--- config.mk ---
export PLATFORM = sky130hd
export DESIGN_NAME = mm_arbiter_flat
export DESIGN_NICKNAME = d
export VERILOG_FILES = /design/src/rtl/mm_arbiter_if.sv /design/src/rtl/mm_arbiter.sv /design/src/flat_wrapper.sv
export SDC_FILE = /design/constraint.sdc
export NUM_CORES = 1
export LEC_CHECK = 0
export CAP_MARGIN = 25
export CORE_MARGIN = 3
export CORE_UTILIZATION = 39
export DETAILED_ROUTE_END_ITERATION = 8
export MAX_ROUTING_LAYER = met4
export PLACE_DENSITY_LB_ADDON = 0.25
export SLEW_MARGIN = 20
export SYNTH_ARGS = -nofsm -noshare
export SYNTH_HDL_FRONTEND = slang
export SYNTH_SLANG_ARGS = --single-unit
--- constraint.sdc ---
create_clock -name clk -period 2.17 [get_ports clk]
set_input_delay 0.217 -clock clk [delete_from_list [all_inputs] [get_ports clk]]
set_output_delay 0.217 -clock clk [all_outputs]
set_load 0.02 [all_outputs]
--- src/rtl/mm_arbiter_if.sv ---
// Bus bundle between the read/write masters, the arbiter and the main-memory RAM ports.
interface mm_arbiter_if #(
    parameter int unsigned DATA_W = 8,
    parameter int unsigned ADDR_W = 19,
    parameter int unsigned NUM_RD = 2
);
    logic [NUM_RD-1:0]        rd_req;
    logic [NUM_RD*ADDR_W-1:0] rd_addr;
    logic [NUM_RD-1:0]        rd_gnt;
    logic [NUM_RD-1:0]        rd_valid;
    logic [DATA_W-1:0]        rd_data;
    logic                     wr_en;
    logic [ADDR_W-1:0]        wr_addr;
    logic [DATA_W-1:0]        wr_data;
    logic [ADDR_W-1:0]        mem_raddr;
    logic                     mem_wren;
    logic [ADDR_W-1:0]        mem_waddr;
    logic [DATA_W-1:0]        mem_wdata;
    logic [DATA_W-1:0]        mem_rdata;

    // Arbiter side
    modport slave (
        input  rd_req, rd_addr, wr_en, wr_addr, wr_data, mem_rdata,
        output rd_gnt, rd_valid, rd_data, mem_raddr, mem_wren, mem_waddr, mem_wdata
    );

    // Clients plus RAM side
    modport master (
        output rd_req, rd_addr, wr_en, wr_addr, wr_data, mem_rdata,
        input  rd_gnt, rd_valid, rd_data, mem_raddr, mem_wren, mem_waddr, mem_wdata
    );
endinterface

--- src/rtl/mm_arbiter.sv ---
// Main-memory front end: arbitrates NUM_RD read clients onto one RAM read port,
// tags each grant through the RAM latency, and registers the write port straight through.
module mm_arbiter #(
    parameter int unsigned DATA_W   = 8,
    parameter int unsigned ADDR_W   = 19,
    parameter int unsigned NUM_RD   = 2,
    parameter int unsigned RAM_LAT  = 1,
    parameter int unsigned RR_MODE  = 0,
    parameter int unsigned MAX_WAIT = 15
) (
    input  logic         clk,
    input  logic         rst,
    mm_arbiter_if.slave  bus
);
    localparam int unsigned IDX_W  = (NUM_RD > 1) ? $clog2(NUM_RD) : 1;
    localparam int unsigned WAIT_W = (MAX_WAIT > 0) ? $clog2(MAX_WAIT + 1) : 1;

    logic [IDX_W-1:0]  rr_ptr;
    logic [WAIT_W-1:0] wait_cnt [NUM_RD];
    logic [NUM_RD-1:0] tag_pipe [RAM_LAT];

    logic [ADDR_W-1:0] addr_c [NUM_RD];
    logic [NUM_RD-1:0] starved_c;
    logic              any_req_c;
    logic [IDX_W-1:0]  win_c;
    logic [IDX_W-1:0]  idx_c;
    logic [NUM_RD-1:0] win_oh_c;

    // Unpack client addresses and flag clients that have hit the starvation limit
    always_comb begin
        starved_c = '0;
        for (int i = 0; i < int'(NUM_RD); i++) begin
            addr_c[i]    = bus.rd_addr[i*ADDR_W +: ADDR_W];
            starved_c[i] = (RR_MODE == 0) && (MAX_WAIT != 0) && bus.rd_req[i] &&
                           (wait_cnt[i] == WAIT_W'(MAX_WAIT));
        end
    end

    // Winner selection; in every scan the last hit is the one that sticks
    always_comb begin
        any_req_c = |bus.rd_req;
        win_c     = '0;
        idx_c     = '0;
        if (RR_MODE != 0) begin
            // Scan backwards from ptr+N to ptr+1 so the first requester after ptr wins
            for (int k = int'(NUM_RD); k >= 1; k--) begin
                idx_c = IDX_W'((int'(rr_ptr) + k) % int'(NUM_RD));
                if (bus.rd_req[idx_c]) win_c = idx_c;
            end
        end else if (|starved_c) begin
            for (int i = 0; i < int'(NUM_RD); i++)
                if (starved_c[i]) win_c = IDX_W'(i);
        end else begin
            for (int i = 0; i < int'(NUM_RD); i++)
                if (bus.rd_req[i]) win_c = IDX_W'(i);
        end
        win_oh_c = '0;
        if (any_req_c) win_oh_c[win_c] = 1'b1;
    end

    // Grant, registered RAM read address and round-robin pointer
    always_ff @(posedge clk) begin
        if (rst) begin
            bus.rd_gnt    <= '0;
            bus.mem_raddr <= '0;
            rr_ptr        <= IDX_W'(NUM_RD - 1);
        end else begin
            bus.rd_gnt <= win_oh_c;
            if (any_req_c) begin
                bus.mem_raddr <= addr_c[win_c];
                if (RR_MODE != 0) rr_ptr <= win_c;
            end
        end
    end

    // Saturating per-client wait counters for fixed-priority anti-starvation
    always_ff @(posedge clk) begin
        if (rst) begin
            for (int i = 0; i < int'(NUM_RD); i++) wait_cnt[i] <= '0;
        end else begin
            for (int i = 0; i < int'(NUM_RD); i++) begin
                if (!bus.rd_req[i] || win_oh_c[i] || (RR_MODE != 0) || (MAX_WAIT == 0))
                    wait_cnt[i] <= '0;
                else if (wait_cnt[i] != WAIT_W'(MAX_WAIT))
                    wait_cnt[i] <= wait_cnt[i] + WAIT_W'(1);
            end
        end
    end

    // Grant tags ride alongside the RAM latency; data is captured as the tag emerges
    always_ff @(posedge clk) begin
        if (rst) begin
            for (int d = 0; d < int'(RAM_LAT); d++) tag_pipe[d] <= '0;
            bus.rd_valid <= '0;
            bus.rd_data  <= '0;
        end else begin
            tag_pipe[0] <= bus.rd_gnt;
            for (int d = 1; d < int'(RAM_LAT); d++) tag_pipe[d] <= tag_pipe[d-1];
            bus.rd_valid <= tag_pipe[RAM_LAT-1];
            bus.rd_data  <= DATA_W'(bus.mem_rdata);
        end
    end

    // Write port registered straight through, independent of read arbitration
    always_ff @(posedge clk) begin
        if (rst) begin
            bus.mem_wren  <= 1'b0;
            bus.mem_waddr <= '0;
            bus.mem_wdata <= '0;
        end else begin
            bus.mem_wren  <= bus.wr_en;
            bus.mem_waddr <= ADDR_W'(bus.wr_addr);
            bus.mem_wdata <= DATA_W'(bus.wr_data);
        end
    end
endmodule

--- src/flat_wrapper.sv ---
// flat-port wrapper written by rule: the top's interface ports become plain ports
module mm_arbiter_flat 
#(
    parameter int unsigned DATA_W   = 8,
    parameter int unsigned ADDR_W   = 19,
    parameter int unsigned NUM_RD   = 2,
    parameter int unsigned RAM_LAT  = 1,
    parameter int unsigned RR_MODE  = 0,
    parameter int unsigned MAX_WAIT = 15
)
  (clk, rst, bus_rd_req, bus_rd_addr, bus_wr_en, bus_wr_addr, bus_wr_data, bus_mem_rdata, bus_rd_gnt, bus_rd_valid, bus_rd_data, bus_mem_raddr, bus_mem_wren, bus_mem_waddr, bus_mem_wdata);
  mm_arbiter_if #(.DATA_W(DATA_W), .ADDR_W(ADDR_W), .NUM_RD(NUM_RD)) bus_i ();
  input  logic clk;
  input  logic rst;
  input wire logic [$bits(bus_i.rd_req)-1:0] bus_rd_req;
  input wire logic [$bits(bus_i.rd_addr)-1:0] bus_rd_addr;
  input wire logic [$bits(bus_i.wr_en)-1:0] bus_wr_en;
  input wire logic [$bits(bus_i.wr_addr)-1:0] bus_wr_addr;
  input wire logic [$bits(bus_i.wr_data)-1:0] bus_wr_data;
  input wire logic [$bits(bus_i.mem_rdata)-1:0] bus_mem_rdata;
  output wire logic [$bits(bus_i.rd_gnt)-1:0] bus_rd_gnt;
  output wire logic [$bits(bus_i.rd_valid)-1:0] bus_rd_valid;
  output wire logic [$bits(bus_i.rd_data)-1:0] bus_rd_data;
  output wire logic [$bits(bus_i.mem_raddr)-1:0] bus_mem_raddr;
  output wire logic [$bits(bus_i.mem_wren)-1:0] bus_mem_wren;
  output wire logic [$bits(bus_i.mem_waddr)-1:0] bus_mem_waddr;
  output wire logic [$bits(bus_i.mem_wdata)-1:0] bus_mem_wdata;
  assign bus_i.rd_req = bus_rd_req;
  assign bus_i.rd_addr = bus_rd_addr;
  assign bus_i.wr_en = bus_wr_en;
  assign bus_i.wr_addr = bus_wr_addr;
  assign bus_i.wr_data = bus_wr_data;
  assign bus_i.mem_rdata = bus_mem_rdata;
  assign bus_rd_gnt = bus_i.rd_gnt;
  assign bus_rd_valid = bus_i.rd_valid;
  assign bus_rd_data = bus_i.rd_data;
  assign bus_mem_raddr = bus_i.mem_raddr;
  assign bus_mem_wren = bus_i.mem_wren;
  assign bus_mem_waddr = bus_i.mem_waddr;
  assign bus_mem_wdata = bus_i.mem_wdata;
  mm_arbiter #(.DATA_W(DATA_W), .ADDR_W(ADDR_W), .NUM_RD(NUM_RD), .RAM_LAT(RAM_LAT), .RR_MODE(RR_MODE), .MAX_WAIT(MAX_WAIT)) u_core (.clk(clk), .rst(rst), .bus(bus_i));
endmodule
# Word-level counts from Yosys, hierarchy flattened
# Memories as Yosys holds them, arrays and structs flattened. A register that Yosys moved wholly into a read port is not among the register bits.
# Index checks and enable logic that the tools add are counted.
dict set report op_classes {
  n_addsub 2
  magnitude_cmp 3
  n_eq_ne 4
  n_mux 32
  bitwise_logic 5
  n_reduce_logical 10
}
# operator n
set op_table {}
lappend op_table {{19-bit two-way mux} 3}
lappend op_table {{1-bit two-way mux} 22}
lappend op_table {{4-bit two-way mux} 4}
lappend op_table {{4-bit by 1-bit adder with 4-bit output, second input constant} 2}
lappend op_table {{4-bit equality test, second input constant} 2}
lappend op_table {{4-bit inequality test, second input constant} 2}
lappend op_table {{2-bit OR reduction} 3}
lappend op_table {{2-bit two-way mux} 2}
lappend op_table {{1-bit OR} 4}
lappend op_table {{1-bit logical AND} 3}
lappend op_table {{2-bit >= comparator, second input constant} 1}
lappend op_table {{1-bit zero test} 2}
lappend op_table {{1-bit logical OR} 2}
lappend op_table {{1-bit by 2-bit less-than comparator with 1-bit output, second input constant} 1}
lappend op_table {{1-bit NOT with 2-bit output} 1}
lappend op_table {{1-bit demux with 1-bit select} 1}
lappend op_table {{1-bit >= comparator, second input constant} 1}
dict set report word_totals {
  ff_bits 57
  mem_bits_rw 10
  memories 2
}
# memory depth width read_ports rd_ports_with_merged_regs write_ports line
set memory_table {}
lappend memory_table {u_core.wait_cnt 2 4 2 0 2 mm_arbiter.sv:19} ;# logic [WAIT_W-1:0] wait_cnt [NUM_RD];
lappend memory_table {u_core.tag_pipe 1 2 1 1 1 mm_arbiter.sv:20} ;# logic [NUM_RD-1:0] tag_pipe [RAM_LAT];

# Logic depth before layout (Yosys ltp)
# An unclocked memory read counts as a cell.
dict set report logic_depth {
  depth_word 16
  depth_mapped 7
}

# Least setup slack after synthesis
# No wires, ideal clock.
dict set report synth_timing {
  path_kind {flip-flop to flip-flop}
  start {memory u_core.wait_cnt[0][0] (netlist name)}
  end {memory u_core.wait_cnt[0][0] (netlist name) (enable)}
  t_arrival_ns 1.303
  required_time_ns 1.881
  slack_ns 0.579
  path_stages_with_launch 6
  n_path_buf 2
  synth_period_minus_slack_ns 1.591
  cell_sequence {edfxtp_1 -> ha_1 -> and4_4 -> buf_6 -> clkbuf_1 -> nand3b_1}
}
# element line
set synth_lines {}
lappend synth_lines {{from (decl)} mm_arbiter.sv:19}

==> results.sh <==
export IMPL_groute_usage_overall_pct=18.8
export IMPL_gp_congestion=0.764
export IMPL_min_period_over_period_pct=78.9
export IMPL_worst_ir_drop_vdd_v=0.000432
export IMPL_cts_buffer_depth=2
export IMPL_worst_clock_skew_on_the_final_layout_ps=8.69
export IMPL_stdcell_area_um2=4270
export IMPL_cellLeakagePower_uw=0.00167
export IMPL_total_detailed_routing_wirelength_um=6970
export IMPL_critical_path_required_ps=2370
export IMPL_final_layout_size_suffix_gt1_share_pct=9.40
export IMPL_endpoint_kind="flop"
export IMPL_cp_arrival_ps=1920
export IMPL_drc=0
export IMPL_die_width_um=88.3
export IMPL_worst_setup_path_startpoint="u_core.wait_cnt[0][0]$_SDFFCE_PN0P_"
export IMPL_worst_skew_pair_late_latency_ps=340
export IMPL_worst_r2r_startpoint="u_core.wait_cnt[0][0]$_SDFFCE_PN0P_"
export IMPL_seq_area_frac_synth_pct=55.3
export IMPL_reg2regPathDepth=4
export IMPL_maxSlewViolCount=0
export IMPL_placementRows=29
export IMPL_finalHoldViolCount=0
export IMPL_timing_final_crit_period_ps=1710
export IMPL_drt_pass1_iterations=4
export IMPL_synth_avg_cell_area_um2=11.0
export IMPL_cts_htree_levels=3
export IMPL_grt_pass1_vias=2216
export IMPL_critical_path_startpoint_type="flop"
export IMPL_cp_max_fo=25
export IMPL_setup_violation_total_in_the_final_timing_report=0
export IMPL_buffer_ports_inserted=136
export IMPL_post_dp_cell_area_um2=4060
export IMPL_detailed_route_wire_length_per_cell_um=15.1
export IMPL_detailed_place_hpwl_um=5050
export IMPL_critical_path_reg2reg_endpoint="u_core.bus.mem_raddr[4]$_SDFFE_PP0N_"
export IMPL_worst_r2r_setup_slack_ps=460
export IMPL_detail_route_vias_per_cell=4.93
export IMPL_io_pins=137
export IMPL_tritoncts_buffer_count=9
export IMPL_antennaDiodeCount=0
export IMPL_cts_root_buf="sky130_fd_sc_hd__clkbuf_8"
export IMPL_yosys_warnings=0
export IMPL_timing_worst_setup_path_type="flop to flop"
export IMPL_fp_dieArea_um2=7800
export IMPL_initial_core_util_pct=40.9
export IMPL_floorplan_die_height_um=88.3
export IMPL_crit_path_cell_trace="ha_1 -> and4_4 -> and2_4 -> o221ai_1"
export IMPL_syn_instance_count=241
export IMPL_cts_tree="done"
export IMPL_syn_to_final_growth_pct=61.8
export IMPL_tns_ps=0
export IMPL_yosys_register_bits=69
export IMPL_postCtsResizedCells=0
export IMPL_grt_antenna_before_repair=0
export IMPL_detail_route_antenna_nets=0
export IMPL_post_cts_hold_buffer_count=0
export IMPL_crit_path_end="u_core.bus.mem_raddr[4]$_SDFFE_PP0N_"
export IMPL_detailroute_via_count=2266
export IMPL_cts_setup_buffers=0
export IMPL_syn_area_um2=2640
export IMPL_timing_fmax_mhz=584
export IMPL_count_of_maximum_capacitance_violations=0
export IMPL_max_stage_delay_ps=430
export IMPL_nNetsFinal=458
export IMPL_grt_start_max_net_pins=44
export IMPL_slowest_stage="sky130_fd_sc_hd__and4_4"
export IMPL_grt_setup_unrepaired="false"
export IMPL_clkSinkCount=69
export IMPL_grt_overflow=0
export IMPL_grt_pass1_wl_um=10900
export IMPL_drt_first_iter_violations=89
export IMPL_yosys_cell_types_count=27
export IMPL_run_status="complete, no violations"
export IMPL_clk_transition_reported_paths_ps=70
export IMPL_floorplan_core_area_um2=6460
export IMPL_pwr_density_nw_per_um2=699
export IMPL_hold_class="primary input to flop"
[synth_stat cells]
cell / number / share of area, %
sky130_fd_sc_hd__nand3_1: 7 / 1.3
sky130_fd_sc_hd__and2_4: 1 / 0.33
sky130_fd_sc_hd__mux2i_1: 18 / 6.8
sky130_fd_sc_hd__dfxtp_1: 61 / 46
sky130_fd_sc_hd__nand3b_1: 1 / 0.28
sky130_fd_sc_hd__o211a_1: 1 / 0.38
sky130_fd_sc_hd__a21oi_1: 2 / 0.38
sky130_fd_sc_hd__nor2_1: 7 / 0.99
sky130_fd_sc_hd__buf_2: 4 / 0.76
sky130_fd_sc_hd__nor3_1: 1 / 0.19
sky130_fd_sc_hd__buf_6: 4 / 1.7
sky130_fd_sc_hd__ha_1: 2 / 0.95
sky130_fd_sc_hd__and4_4: 1 / 0.43
sky130_fd_sc_hd__nor2b_1: 41 / 9.7
sky130_fd_sc_hd__xor2_1: 4 / 1.3
sky130_fd_sc_hd__o221ai_2: 9 / 5.1
sky130_fd_sc_hd__nand4_1: 18 / 4.3
sky130_fd_sc_hd__nor3_2: 1 / 0.38
sky130_fd_sc_hd__nand2_1: 20 / 2.8
sky130_fd_sc_hd__edfxtp_1: 8 / 9.1
sky130_fd_sc_hd__a211o_1: 1 / 0.33
sky130_fd_sc_hd__o21bai_1: 1 / 0.28
sky130_fd_sc_hd__and3_1: 2 / 0.47
sky130_fd_sc_hd__o221ai_1: 9 / 3.0
sky130_fd_sc_hd__clkbuf_1: 12 / 1.7
sky130_fd_sc_hd__conb_1: 1 / 0.14
sky130_fd_sc_hd__inv_1: 4 / 0.57
[cells in the final DEF (no fill, tap or decap), drive strengths merged, types with 3 or more instances in the layout]
cell type / instances
nand2: 20
mux2i: 18
clkinv: 3
o221ai: 18
nor2b: 41
nor2: 7
inv: 5
xor2: 4
buf: 7
nand4: 18
edfxtp: 8
clkdlybuf4s50: 136
nand3: 7
conb: 4
clkbuf: 11
dfxtp: 61
[per-layer routing]
metal | vias up | global-route usage, % | wire [µm]
li1 | 1117 | - | -
met1 | 1037 | 22.9 | 3060
met2 | 103 | 29.6 | 3220
met3 | 9 | 5.96 | 608
met4 | 0 | 6.04 | 75
met5 | - | - | 0
[power by group]
part / switching (µW) / total [µW] / internal [µW]
Clock: 480 / 1110 / 631
Combinational: 205 / 494 / 289
Sequential: 26.4 / 1380 / 1360
[cell type report]
type                    instances  area, µm²
multi-input cells             151       1070
well taps                      77       96.3
clock buffers                  11        163
flip-flops and latches         69       1460
fillers                       535       2190
repair buffers                143       1410
inverters                       4       15.0
clock inverters                 5       55.1
[worst min-delay path by stage]
stage                                      from                                   to  slack (ps)  cells past startpoint
2_1_floorplan                               rst       u_core.bus.mem_wren$_SDFF_PP0_         290                      1
3_3_place_gp   u_core.tag_pipe[0][1]$_SDFF_PP0_    u_core.bus.rd_valid[1]$_SDFF_PP0_         420                      1
3_5_place_dp   u_core.tag_pipe[0][0]$_SDFF_PP0_    u_core.bus.rd_valid[0]$_SDFF_PP0_         430                      1
4_1_cts                         bus_wr_addr[17]  u_core.bus.mem_waddr[17]$_SDFF_PP0_         410                      2
5_1_grt                         bus_wr_addr[10]  u_core.bus.mem_waddr[10]$_SDFF_PP0_         410                      2
6_report                       bus_mem_rdata[5]     u_core.bus.rd_data[5]$_SDFF_PP0_         430                      2
[sequential cells by signal, summed over array words and instances (netlist names)]
register and cells:
u_core.bus.mem_raddr 19, u_core.bus.mem_waddr 19, u_core.bus.mem_wdata 8, u_core.bus.rd_data 8, u_core.wait_cnt 8, u_core.bus.rd_gnt 2
u_core.bus.rd_valid 2, u_core.tag_pipe 2, u_core.bus.mem_wren 1
[stage by stage]
stage	setup slack (ps)	total power [µW]	instances	hold WS, ps	utilization [%]
after global placement	339	1900	444	417	62.8
final	458	2990	460	427	66.2
after detailed placement	310	1910	444	434	62.8
after global routing	324	3110	460	411	66.2
after floorplan	579	1610	244	289	-
after CTS	446	3020	460	411	66.2
[worst max-delay path, delay by kind of cell (launching register included)]
family	cells	cell delay, ps
adder cells (fa/ha/maj)	1	220
flip-flops	1	380
AND/OR/NAND/NOR	2	810
AO/OA/AOI/OAI	1	170
[cell families after synthesis]
| kind of cell | count (synthesis) | synth area share, % |
|---|---|---|
| AO/OA/AOI/OAI | 23 | 9.47 |
| multiplexers | 18 | 6.82 |
| other | 1 | 0.142 |
| XOR/XNOR | 4 | 1.33 |
| AND/OR/NAND/NOR | 100 | 21.2 |
| flip-flops | 69 | 55.3 |
| buffers and inverters | 24 | 4.74 |
| adder cells (fa/ha/maj) | 2 | 0.947 |
Power figures use the tool's default switching activity.
